File: src/rtl/fwrisc_regfile_ctrl.sv
// Register-file access controller: clears the reset-less register array after reset,
// then passes core accesses through and serves single-word debug reads/writes when the core is idle.
module fwrisc_regfile_ctrl #(
    parameter int                NUM_REGS   = 64,
    parameter int                ADDR_W     = 6,
    parameter int                DATA_W     = 32,
    parameter logic [DATA_W-1:0] INIT_VALUE = '0
) (
    input  logic              clock,
    input  logic              reset,
    input  logic [ADDR_W-1:0] core_ra_raddr,
    input  logic [ADDR_W-1:0] core_rb_raddr,
    input  logic [ADDR_W-1:0] core_rd_waddr,
    input  logic [DATA_W-1:0] core_rd_wdata,
    input  logic              core_rd_wen,
    input  logic              core_idle,
    output logic              core_stall,
    input  logic              dbg_req,
    input  logic              dbg_we,
    input  logic [ADDR_W-1:0] dbg_addr,
    input  logic [DATA_W-1:0] dbg_wdata,
    output logic              dbg_ack,
    output logic [DATA_W-1:0] dbg_rdata,
    output logic [ADDR_W-1:0] ra_raddr,
    output logic [ADDR_W-1:0] rb_raddr,
    output logic [ADDR_W-1:0] rd_waddr,
    output logic [DATA_W-1:0] rd_wdata,
    output logic              rd_wen,
    input  logic [DATA_W-1:0] ra_rdata
);

    typedef enum logic [1:0] {
        ST_INIT    = 2'd0,
        ST_IDLE    = 2'd1,
        ST_DBG_RD  = 2'd2,
        ST_DBG_ACK = 2'd3
    } state_e;

    // One extra counter bit keeps the terminal compare from wrapping to zero.
    localparam logic [ADDR_W:0] LAST_IDX = (ADDR_W + 1)'(NUM_REGS - 1);
    localparam logic [ADDR_W:0] CNT_ONE  = (ADDR_W + 1)'(1);

    state_e            state_q, state_d;
    logic [ADDR_W:0]   init_cnt_q, init_cnt_d;
    logic [ADDR_W-1:0] dbg_addr_q, dbg_addr_d;
    logic              dbg_ack_q, dbg_ack_d;
    logic [DATA_W-1:0] dbg_rdata_q, dbg_rdata_d;
    logic              core_stall_q, core_stall_d;
    logic              rd_wen_s;

    // Next-state, port muxing and register-file drive.
    always_comb begin
        state_d     = state_q;
        init_cnt_d  = init_cnt_q;
        dbg_addr_d  = dbg_addr_q;
        dbg_rdata_d = dbg_rdata_q;
        ra_raddr    = core_ra_raddr;
        rd_waddr    = core_rd_waddr;
        rd_wdata    = core_rd_wdata;
        rd_wen_s    = core_rd_wen;
        case (state_q)
            ST_INIT: begin
                rd_wen_s = 1'b1;
                rd_waddr = init_cnt_q[ADDR_W-1:0];
                rd_wdata = INIT_VALUE;
                if (init_cnt_q == LAST_IDX) begin
                    init_cnt_d = '0;
                    state_d    = ST_IDLE;
                end else begin
                    init_cnt_d = init_cnt_q + CNT_ONE;
                end
            end
            ST_IDLE: begin
                if (dbg_req && core_idle && !core_rd_wen) begin
                    dbg_addr_d = dbg_addr;
                    if (dbg_we) begin
                        rd_wen_s = 1'b1;
                        rd_waddr = dbg_addr;
                        rd_wdata = dbg_wdata;
                        state_d  = ST_DBG_ACK;
                    end else begin
                        ra_raddr = dbg_addr;
                        state_d  = ST_DBG_RD;
                    end
                end else begin
                    state_d = ST_IDLE;
                end
            end
            ST_DBG_RD: begin
                ra_raddr    = dbg_addr_q;
                rd_wen_s    = 1'b0;
                dbg_rdata_d = ra_rdata;
                state_d     = ST_DBG_ACK;
            end
            ST_DBG_ACK: begin
                rd_wen_s = 1'b0;
                state_d  = ST_IDLE;
            end
            default: begin
                rd_wen_s = 1'b0;
                state_d  = ST_INIT;
            end
        endcase
        dbg_ack_d    = (state_d == ST_DBG_ACK);
        core_stall_d = (state_d != ST_IDLE);
    end

    // State and registered-output flops.
    always_ff @(posedge clock or negedge reset) begin
        if (!reset) begin
            state_q      <= ST_INIT;
            init_cnt_q   <= '0;
            dbg_addr_q   <= '0;
            dbg_ack_q    <= 1'b0;
            dbg_rdata_q  <= '0;
            core_stall_q <= 1'b1;
        end else begin
            state_q      <= state_d;
            init_cnt_q   <= init_cnt_d;
            dbg_addr_q   <= dbg_addr_d;
            dbg_ack_q    <= dbg_ack_d;
            dbg_rdata_q  <= dbg_rdata_d;
            core_stall_q <= core_stall_d;
        end
    end

    // No register-file write may escape while reset is held.
    assign rd_wen     = rd_wen_s & reset;
    assign rb_raddr   = core_rb_raddr;
    assign core_stall = core_stall_q;
    assign dbg_ack    = dbg_ack_q;
    assign dbg_rdata  = dbg_rdata_q;

endmodule

File: config.mk
export PLATFORM = sky130hd
export DESIGN_NAME = fwrisc_regfile_ctrl
export DESIGN_NICKNAME = d
export VERILOG_FILES = /design/src/rtl/fwrisc_regfile_ctrl.sv
export SDC_FILE = /design/constraint.sdc
export NUM_CORES = 1
export LEC_CHECK = 0
export ABC_AREA = 1
export BUFFER_PORTS_ARGS = -buffer_cell sky130_fd_sc_hd__buf_2
export CORE_MARGIN = 3
export CORE_UTILIZATION = 47
export CTS_CLUSTER_SIZE = 40
export DETAILED_ROUTE_END_ITERATION = 8
export GPL_ROUTABILITY_DRIVEN = 0
export HOLD_SLACK_MARGIN = 0.05
export PLACE_DENSITY = 0.95
export SLEW_MARGIN = 0
export SYNTH_ARGS = -nofsm -noshare
export SYNTH_HDL_FRONTEND = slang
export SYNTH_SLANG_ARGS = --single-unit
File: constraint.sdc
create_clock -name clock -period 2.6 [get_ports clock]
set_input_delay 0.39 -clock clock [delete_from_list [all_inputs] [get_ports clock]]
set_output_delay 0.39 -clock clock [all_outputs]
set_load 0.1 [all_outputs]
==> flow_metrics.tcl <==
set metrics [dict create \
    synth_warnings 0 \
    root_buffer "clkbuf_8" \
    crit_required_ns 2.21 \
    netlist_area_um2 3320 \
    dieArea_um2 8100 \
    ys_ff_latch 49 \
    via_per_inst 5.16 \
    firstDrtPassIters 6 \
    postCtsSetupBuffers 0 \
    critical_path.max_fanout 14 \
    die_h_um 90.0 \
    synth_edf_count 0 \
    core_um2 6600 \
    synthDistinctLibCells 26 \
    clock_path_buffers 2 \
    cts_num_sinks 49 \
    tightestPinTransition_ns 0.884 \
    relSlewSlack 0.410 \
    yosysTopAreaCellShare 0.362 \
    synth_fp_nets 637 \
    antenna_found_initial 0 \
    synth_top_cells_by_count "nand2_1, inv_1, dfrtp_1" \
    initialDrtViolationCount 353 \
    dpl.cell_count 777 \
    drive_above_1_share 0.379 \
    clk_latency_ns 0.30 \
    wl_um 12200 \
    rows 29 \
    grt_pass1_vias 4007 \
    cts_tree "done" \
    max_freq_mhz 402 \
    antenna_left 0 \
    seq_area_frac_synth 0.370 \
    drc 0 \
    grt_remaining_overflow 0 \
    syn_inst 505 \
    n_antenna_cell 0 \
    ioPinCount 211 \
    die_x_um 90.0 \
    end_kind "output pin" \
    period_needed_ns 2.49 \
    design_area_um2 5250 \
    vias 4052 \
    synth_flop_cell "dfrtp_1" \
    worstSetupPathType "reg -> out" \
    grt_usage 0.285 \
    min_path_type "in -> async" \
    nets 823 \
    io_buffers 198 \
    grt_pass1_wl_um 19100 \
    synth_area_per_cell_um2 6.57 \
    status "finished, final reports clean" \
    cts-htree-levels 2 \
    critPathArrivalTime_ns 2.10 \
    setup_violations 0 \
    fin_skew_ns 0.00662 \
    report.final.slew_viol_count 0 \
    dpl_cell_area_um2 5110 \
    finalCritPeriodShare 0.957 \
    post_drt_wl_per_cell_um 15.5 \
    hold_viol_final 0 \
    start_kind "flop" \
    yosysMostFrequentCell "nand2_1" \
    final_cells 785 \
    hpwl_um 9390 \
    area_growth_pct 58.2 \
    start_util 0.502 \
    grt_max_degree 50 \
    cts_buffers 5 \
    fillCellCount 415 \
    maxCapViolCount 0 \
    holdWs_ns 0.199 \
    yosysTopAreaCell "dfrtp_1" \
    synth.area.top_cells "dfrtp_1, nand2_1, a21boi_1, inv_1, a21oi_1" \
    clk_pin_slew_worst_paths_ns 0.09 \
    synthArstFlopShare 1.00 \
]
## per-layer routing
metal | global-route usage | vias to the layer above | part of all wire
met2 | 0.532 | 243 | 0.53
met5 | 0 | - | 0
li1 | - | 1916 | -
met1 | 0.300 | 1839 | 0.35
met4 | 0.151 | 0 | 0.046
met3 | 0.0534 | 54 | 0.079
## layout by cell type, fill, tap and decap left out, types with 2 or more instances in the layout
master	n
a21boi_2	32
a21oi_1	36
a22oi_1	3
buf_12	44
buf_2	154
buf_4	7
buf_8	2
clkbuf_8	5
dfrtp_1	48
ha_1	4
ha_2	2
inv_1	54
inv_2	3
nand2_1	213
nand2_2	5
nand3_1	12
nor2_1	41
nor3_1	2
o21a_1	2
o21ai_0	2
o21ai_1	9
## worst paths after layout
path	start	endpoint	slack [ns]	depth (start not counted)
worst max-delay path	state_q[0]	rd_waddr[4]	0.11	8
worst min-delay path	reset	dbg_rdata[17]	0.20	2
worst max register to register	state_q[0]	dbg_rdata[25]	0.62	6
worst min register to register	dbg_rdata[27]	dbg_rdata[27]	0.47	2
max in group asynchronous	reset	dbg_addr_q[2]	1.99	2
min in group clock	ra_rdata[28]	dbg_rdata[28]	0.28	3
## sequential cells by signal, indices dropped and copies added (netlist names)
register and cells:
state_q 2, dbg_rdata 32, dbg_addr_q 6, core_stall 1, dbg_ack 1, init_cnt_q 7
## cell families (layout without fill, tap and decap cells)
kind of cell,after synthesis,after routing,synth area share
compound gates,85,85,0.161
xor+xnor,2,2,0.00528
fa+ha+maj,6,6,0.0226
buf+inv,87,274,0.114
flops,49,49,0.370
simple gates,276,276,0.326
## metrics by stage
step,setup TNS [ns],setup WS [ns],utilization
5_1_grt,-0.0408,-0.0308,0.795
2_1_floorplan,0,0.155,-
6_report,0,0.111,0.795
3_5_place_dp,0,0.389,0.773
3_3_place_gp,0,0.498,0.773
4_1_cts,0,0.0589,0.791
## critical path, cell delays in order (launching register included)
cell and delay [ns]:
dfrtp_1 0.40, inv_1 0.12, ha_1 0.23, inv_1 0.08, nand2_1 0.13, buf_4 0.23
o21a_1 0.18, nand2_1 0.09, clkbuf_4 0.33
## area by class of cell
cell class              instances  area (µm²)  share of cell area
multi-input cells             369        1830               0.348
flip-flops and latches         49        1230               0.234
inverters                      57         214              0.0408
well taps                      93         116              0.0222
clock inverters                 3        43.8             0.00834
repair buffers                209        1750               0.334
clock buffers                   5        68.8              0.0131
## timing repair
action | 4_1_cts | 5_1_grt
gates resized for setup | 1 | 8
hold buffers | 0 | 0
cloned | 0 | 0
endpoints found under the setup margin | 1 | 40
Power is not shown: default switching activity piles up to over one toggle a cycle in this logic, so the estimate is an artifact.
